**src/rtl/run_monitor.sv**
```systemverilog
// run_monitor: detects program halt by PC stagnation, captures and checks results, reports verdict
module run_monitor #(
    parameter int PC_WIDTH       = 32,
    parameter int DATA_WIDTH     = 32,
    parameter int CNT_WIDTH      = 32,
    parameter int HALT_CYCLES    = 4,
    parameter int TIMEOUT_CYCLES = 1000000
) (
    input  logic                  Clk,
    input  logic                  Reset,
    input  logic [PC_WIDTH-1:0]   PC_PCRes,
    input  logic [DATA_WIDTH-1:0] v0,
    input  logic [DATA_WIDTH-1:0] v1,
    input  logic [DATA_WIDTH-1:0] exp_v0,
    input  logic [DATA_WIDTH-1:0] exp_v1,
    input  logic                  check_en,
    output logic                  done,
    output logic                  pass,
    output logic                  fail,
    output logic                  timeout,
    output logic [CNT_WIDTH-1:0]  cycle_count,
    output logic [PC_WIDTH-1:0]   halt_pc,
    output logic [DATA_WIDTH-1:0] cap_v0,
    output logic [DATA_WIDTH-1:0] cap_v1,
    output logic [15:0]           update_count
);
    localparam int SW = $clog2(HALT_CYCLES + 1);

    typedef enum logic [2:0] {ARM, RUN, CHECK, DONE, TOUT} state_t;

    state_t                state_q, state_d;
    logic [CNT_WIDTH-1:0]  cnt_q, cnt_d;
    logic [PC_WIDTH-1:0]   prev_pc_q, prev_pc_d, halt_pc_q, halt_pc_d;
    logic [DATA_WIDTH-1:0] prev_v0_q, prev_v0_d, prev_v1_q, prev_v1_d;
    logic [DATA_WIDTH-1:0] cap_v0_q, cap_v0_d, cap_v1_q, cap_v1_d;
    logic                  prev_valid_q, prev_valid_d;
    logic                  done_q, done_d, pass_q, pass_d, fail_q, fail_d, timeout_q, timeout_d;
    logic [SW-1:0]         stab_q, stab_d;
    logic [15:0]           upd_q, upd_d;
    logic                  pc_same, halt_det, tout_det;

    // Halt wins over timeout when both fire on the same edge
    always_comb begin
        pc_same  = prev_valid_q && (PC_PCRes == prev_pc_q);
        halt_det = (state_q == RUN) && pc_same && (stab_q == SW'(HALT_CYCLES - 1));
        tout_det = (state_q == RUN) && !halt_det && (cnt_q == CNT_WIDTH'(TIMEOUT_CYCLES - 1));
    end

    // State register
    always_ff @(posedge Clk) begin
        if (Reset) state_q <= ARM;
        else       state_q <= state_d;
    end

    // Next-state logic; DONE and TOUT hold until reset
    always_comb begin
        state_d = state_q;
        unique case (state_q)
            ARM:     state_d = RUN;
            RUN:     state_d = halt_det ? CHECK : tout_det ? TOUT : RUN;
            CHECK:   state_d = DONE;
            default: state_d = state_q;
        endcase
    end

    // Datapath next values: counters, history, capture and verdict
    always_comb begin
        cnt_d        = cnt_q;
        prev_pc_d    = prev_pc_q;
        prev_v0_d    = prev_v0_q;
        prev_v1_d    = prev_v1_q;
        prev_valid_d = prev_valid_q;
        stab_d       = stab_q;
        upd_d        = upd_q;
        halt_pc_d    = halt_pc_q;
        cap_v0_d     = cap_v0_q;
        cap_v1_d     = cap_v1_q;
        done_d       = done_q;
        pass_d       = pass_q;
        fail_d       = fail_q;
        timeout_d    = timeout_q;
        if (state_q == RUN) begin
            cnt_d        = cnt_q + CNT_WIDTH'(1);
            prev_pc_d    = PC_PCRes;
            prev_v0_d    = v0;
            prev_v1_d    = v1;
            prev_valid_d = 1'b1;
            stab_d       = !pc_same ? '0 : (stab_q == SW'(HALT_CYCLES)) ? stab_q : stab_q + SW'(1);
            if (prev_valid_q && (v0 != prev_v0_q || v1 != prev_v1_q) && upd_q != 16'hFFFF)
                upd_d = upd_q + 16'd1;
            if (halt_det || tout_det) begin
                halt_pc_d = PC_PCRes;
                cap_v0_d  = v0;
                cap_v1_d  = v1;
            end
            if (tout_det) begin
                timeout_d = 1'b1;
                fail_d    = 1'b1;
                done_d    = 1'b1;
            end
        end
        if (state_q == CHECK) begin
            pass_d = !check_en || (cap_v0_q == exp_v0 && cap_v1_q == exp_v1);
            fail_d = !pass_d;
            done_d = 1'b1;
        end
    end

    // Datapath registers, all cleared by reset
    always_ff @(posedge Clk) begin
        if (Reset) begin
            cnt_q        <= '0;
            prev_pc_q    <= '0;
            prev_v0_q    <= '0;
            prev_v1_q    <= '0;
            prev_valid_q <= 1'b0;
            stab_q       <= '0;
            upd_q        <= '0;
            halt_pc_q    <= '0;
            cap_v0_q     <= '0;
            cap_v1_q     <= '0;
            done_q       <= 1'b0;
            pass_q       <= 1'b0;
            fail_q       <= 1'b0;
            timeout_q    <= 1'b0;
        end else begin
            cnt_q        <= cnt_d;
            prev_pc_q    <= prev_pc_d;
            prev_v0_q    <= prev_v0_d;
            prev_v1_q    <= prev_v1_d;
            prev_valid_q <= prev_valid_d;
            stab_q       <= stab_d;
            upd_q        <= upd_d;
            halt_pc_q    <= halt_pc_d;
            cap_v0_q     <= cap_v0_d;
            cap_v1_q     <= cap_v1_d;
            done_q       <= done_d;
            pass_q       <= pass_d;
            fail_q       <= fail_d;
            timeout_q    <= timeout_d;
        end
    end

    assign done         = done_q;
    assign pass         = pass_q;
    assign fail         = fail_q;
    assign timeout      = timeout_q;
    assign cycle_count  = cnt_q;
    assign halt_pc      = halt_pc_q;
    assign cap_v0       = cap_v0_q;
    assign cap_v1       = cap_v1_q;
    assign update_count = upd_q;
endmodule
```
**config.mk**
```make
export PLATFORM = sky130hd
export DESIGN_NAME = run_monitor
export DESIGN_NICKNAME = d
export VERILOG_FILES = /design/src/rtl/run_monitor.sv
export SDC_FILE = /design/constraint.sdc
export NUM_CORES = 1
export LEC_CHECK = 0
export ABC_CLOCK_PERIOD_IN_PS = 2500
export CORE_MARGIN = 8
export CORE_UTILIZATION = 49
export CTS_CLUSTER_SIZE = 16
export DETAILED_ROUTE_END_ITERATION = 10
export GPL_TIMING_DRIVEN = 0
export PLACE_DENSITY = 0.9
export SYNTH_ARGS = -nofsm -noshare
export SYNTH_HDL_FRONTEND = slang
export SYNTH_SLANG_ARGS = --single-unit
export TNS_END_PERCENT = 5
```
**constraint.sdc**
```tcl
create_clock -name Clk -period 2.5 [get_ports Clk]
set_clock_uncertainty 0.15 [all_clocks]
set_input_delay 0.25 -clock Clk [delete_from_list [all_inputs] [get_ports Clk]]
set_output_delay 0.25 -clock Clk [all_outputs]
set_load 0.005 [all_outputs]
```
==> summary.txt <==
Floorplanning
  – Die H: 169.3 µm
  – Site Rows: 56
  – Ports: 311
  – Die W: 169.3 µm
  – Die ar.: about 0.029 mm²
  – Starting Density: between 40% and 50%
  – Core box area: about 0.023 mm²

Power and ir drop
  – Pwr/cell area: 564.9 mW/mm²
  – Maximum vdd drop: 0.0004972 V
  – Sw power: 2.184 mW
  – Sequential power share: approximately 46%
  – Clock power share: 44.3%
  – Gate power share: between 10% and 20%
  – Internal power: 6.958 mW
  – Pwr Total: 9.142 mW
  – Leakage: approximately 5.7 nW
  – Switching Share: 23.89%

Layout
  – Final core utilization: 69.57%
  – # fillers: around 1800
  – Multi-input logic area: 0.006197 mm²
  – Final instance area: approximately 0.016 mm²
  – Fin nets: 1917
  – Synth-to-layout area growth: 40.53%
  – Share of cells above drive strength 1: 7.018%
  – Sequential cell area: 0.005026 mm²

Timing
  – Fmax: between 0.3 and 0.4 GHz
  – Fin crit share: 102.9%
  – Final Hold Viols: 0
  – Post-Route Setup TNS: -794.4 ps
  – Setup-failing EPs final: 32
  – RSZ-0062 raised after global routing: yes
  – Final min period: 2574 ps
  – Final Max Tran Viols: 0
  – Slew headroom: between 50 and 60%
  – WHS: between 150 and 200 ps
  – Final worst slack: -73.59 ps
  – Worst slew pin tran: 729.6 ps

Clock tree
  – CTS max path bufs: 3
  – CTS Buf Count: 26
  – Clk sinks: between 200 and 300
  – Worst-Skew Late Latency: 530 ps
  – CTS tree: done
  – H-tree levels: 1
  – Root Buffer: clkbuf_16
  – Clock slew at reported path FFs: 60 ps
  – Hold-fix buffers, CTS: 0

Synthesis
  – Syn_area_per_cell: just over 8 µm²
  – YS warnings: 0
  – Largest cells by area after synthesis: dfxtp_1, a21oi_1, xor2_1, nand2_1, xnor2_1
  – Flops & latches, synth: around 250
  – Leading area contributor after synthesis: dfxtp_1
  – Seq/Total Area, Yosys: 43.63%
  – Cell variety after synth: between 40 and 50
  – Area share of the largest cell type after synthesis: 43.63%
  – Ys async rst share: 0%
  – Syn Std Cell Area: ~0.012 mm²
  – Number of enable flip-flop cells after synthesis: 0
  – Synth Flop Type: dfxtp_1
  – Syn Nets: ~1600
  – Synth Instances: 1405

Route
  – First-pass iteration count of the detailed router: 7
  – Post-Route WL: between 40000 and 50000 µm
  – DRC Markers: 0
  – Top sig layer: met5
  – DR vias: around 12000
  – Met2 routed WL: around 22000 µm
  – Routed len/inst: around 21 µm
  – Met1 wire length: 17060 µm
  – Post-DRT Antenna Nets: 0
  – Vias per cell: approximately 5.7
  – Iteration-0 DRC Markers: 923
  – DR WL met3: 3959 µm

Global route
  – Largest net degree at the start of global routing: 14
  – Global-route wire length before repair: 66010 µm
  – Total grt overflow: 0
  – Vias in the first global route: 11585
  – Initial antenna violation count: 5
  – Total Routing Usage GR: 29.46%

Place
  – Post-DP Area: about 0.015 mm²
  – PortBufs: 310
  – Placer Congestion: 0.9582
  – Dpl hpwl: 34280 µm

Setup path
  – WP data arrival: 2880 ps
  – CP startpoint: prev_pc_q[2]
  – Kind of critical path: reg2reg
  – RR Startpoint: prev_pc_q[2]
  – Startpoint Class: flop
  – Crit end category: flop
  – Worst EP required: 2810 ps
  – Critical-path maximum fanout: 10

Outcome
  – Violated checks: setup timing
  – Status: finished, violations left

Worst hold path
  – Min-Delay Path Class: in2reg
  – Worst Hold Launch: check_en

Job
  – MaxCap Viol Count: 0
==> stage by stage <==
stage | setup WS [ps] | cells
CTS | 7.443 | 2083
detailed placement | -896.9 | 2034
finish | -73.59 | 2088
global route | -130.5 | 2088
global placement | -874.5 | 2034
floorplan | 220.2 | 1405
==> cells by family (layout without fill, tap and decap cells) <==
group,Yosys count,after routing,synth area share [%]
other,0,2,0
buffers and inverters,104,466,3.998
adders and majority gates,5,5,0.5432
muxes,8,8,0.7822
AOI/OAI and AO/OA,324,324,14.61
DFF,251,251,43.63
xor gates and xnor gates,187,187,14.22
and+or+nand+nor,526,526,22.21
==> cells in the mapped netlist, types with 2 or more instances <==
library cell,instances
a21oi_1,198
a21oi_2,9
and3_1,14
and4_1,3
and4b_1,2
buf_1,11
buf_2,11
buf_8,3
clkbuf_1,69
clkbuf_2,2
dfxtp_1,251
ha_1,5
inv_1,6
mux2_1,3
mux2_2,5
nand2_1,212
nand3_1,119
nand4_1,36
nor2_1,54
nor2b_1,9
nor3_1,13
nor3b_1,2
nor4_1,32
nor4_2,2
nor4b_1,4
o21ai_0,76
o21ai_1,30
o31ai_1,8
or3_1,8
or4_1,6
xnor2_1,78
xor2_1,109
==> layer usage <==
metal | vias to the layer above | global-route usage, %
met4 | 6 | 15.62
met2 | 581 | 51.12
met3 | 111 | 7.071
li1 | 5551 | -
met5 | - | 0
met1 | 5576 | 33.11
==> worst max-delay path: stages, from the launching register on <==
cell and delay [ps]:
dfxtp_2 330, xor2_1 170, or4_4 550, nor4_4 330
and3_1 220, buf_6 170, buf_12 160, buf_8 140
o21ai_1 90, a21oi_2 160
==> state kept, by name, indices dropped and copies added (netlist names), 3 cells and up <==
| signal | flops |
|---|---|
| cap_v0 | 32 |
| cap_v1 | 32 |
| cycle_count | 32 |
| halt_pc | 32 |
| prev_pc_q | 32 |
| prev_v0_q | 32 |
| prev_v1_q | 32 |
| stab_q | 3 |
| state_q | 3 |
| update_count | 16 |
==> path summary, 6_finish.rpt <==
check	endpoint	slack, ps	cells past startpoint
max	halt_pc[10]	-70	9
min	pass	180	2
max reg2reg	halt_pc[10]	-70	9
min reg2reg	halt_pc[27]	310	2
==> power groups by stage <==
stage	logic, mW	registers (mW)	clock network (mW)
floorplan	0.391	4.23	0
global placement	0.885	4.24	0
detailed placement	0.899	4.25	0
CTS	0.911	4.16	4.06
global route	0.989	4.17	4.26
finish	0.930	4.16	4.05
==> area by class of cell <==
cell class | instances | area share (%)
diodes | 2 | 0.03093
plain buffers | 97 | 3.023
clock buffers | 38 | 4.739
clock inverters | 8 | 0.7500
inverters | 6 | 0.1392
multi-input cells | 1050 | 38.29
flip-flops and latches | 251 | 31.06
well taps | 319 | 2.466
repair buffers | 317 | 19.50
==> cell usage in the layout, fill, tap and decap left out, types with 4 or more instances in the layout <==
master / netlist / routed
mux2_2: 5 / 5
nand2_1: 212 / 212
inv_1: 6 / 6
a21oi_2: 9 / 9
clkdlybuf4s50_1: 0 / 310
nand3_1: 119 / 118
nor4_4: 1 / 4
nor4_1: 32 / 23
clkbuf_8: 0 / 5
nand4_1: 36 / 36
nor4_2: 2 / 8
o21ai_1: 30 / 34
a21oi_1: 198 / 198
dfxtp_1: 251 / 250
nor2b_1: 9 / 9
buf_4: 1 / 11
clkbuf_16: 0 / 27
o21ai_0: 76 / 71
o31ai_1: 8 / 8
ha_1: 5 / 5
clkbuf_1: 69 / 60
or4_1: 6 / 6
xnor2_1: 78 / 76
nor3_1: 13 / 12
buf_1: 11 / 8
and3_1: 14 / 14
nor2_1: 54 / 54
buf_2: 11 / 12
clkbuf_2: 2 / 11
or3_1: 8 / 7
xor2_1: 109 / 109
==> timing repair <==
action                                  CTS  global route
setup buffers                             4             3
gates resized for setup                  23            50
pin swaps                                 5            42
endpoints found under the setup margin  185           167
Power figures use the tool's default switching activity.
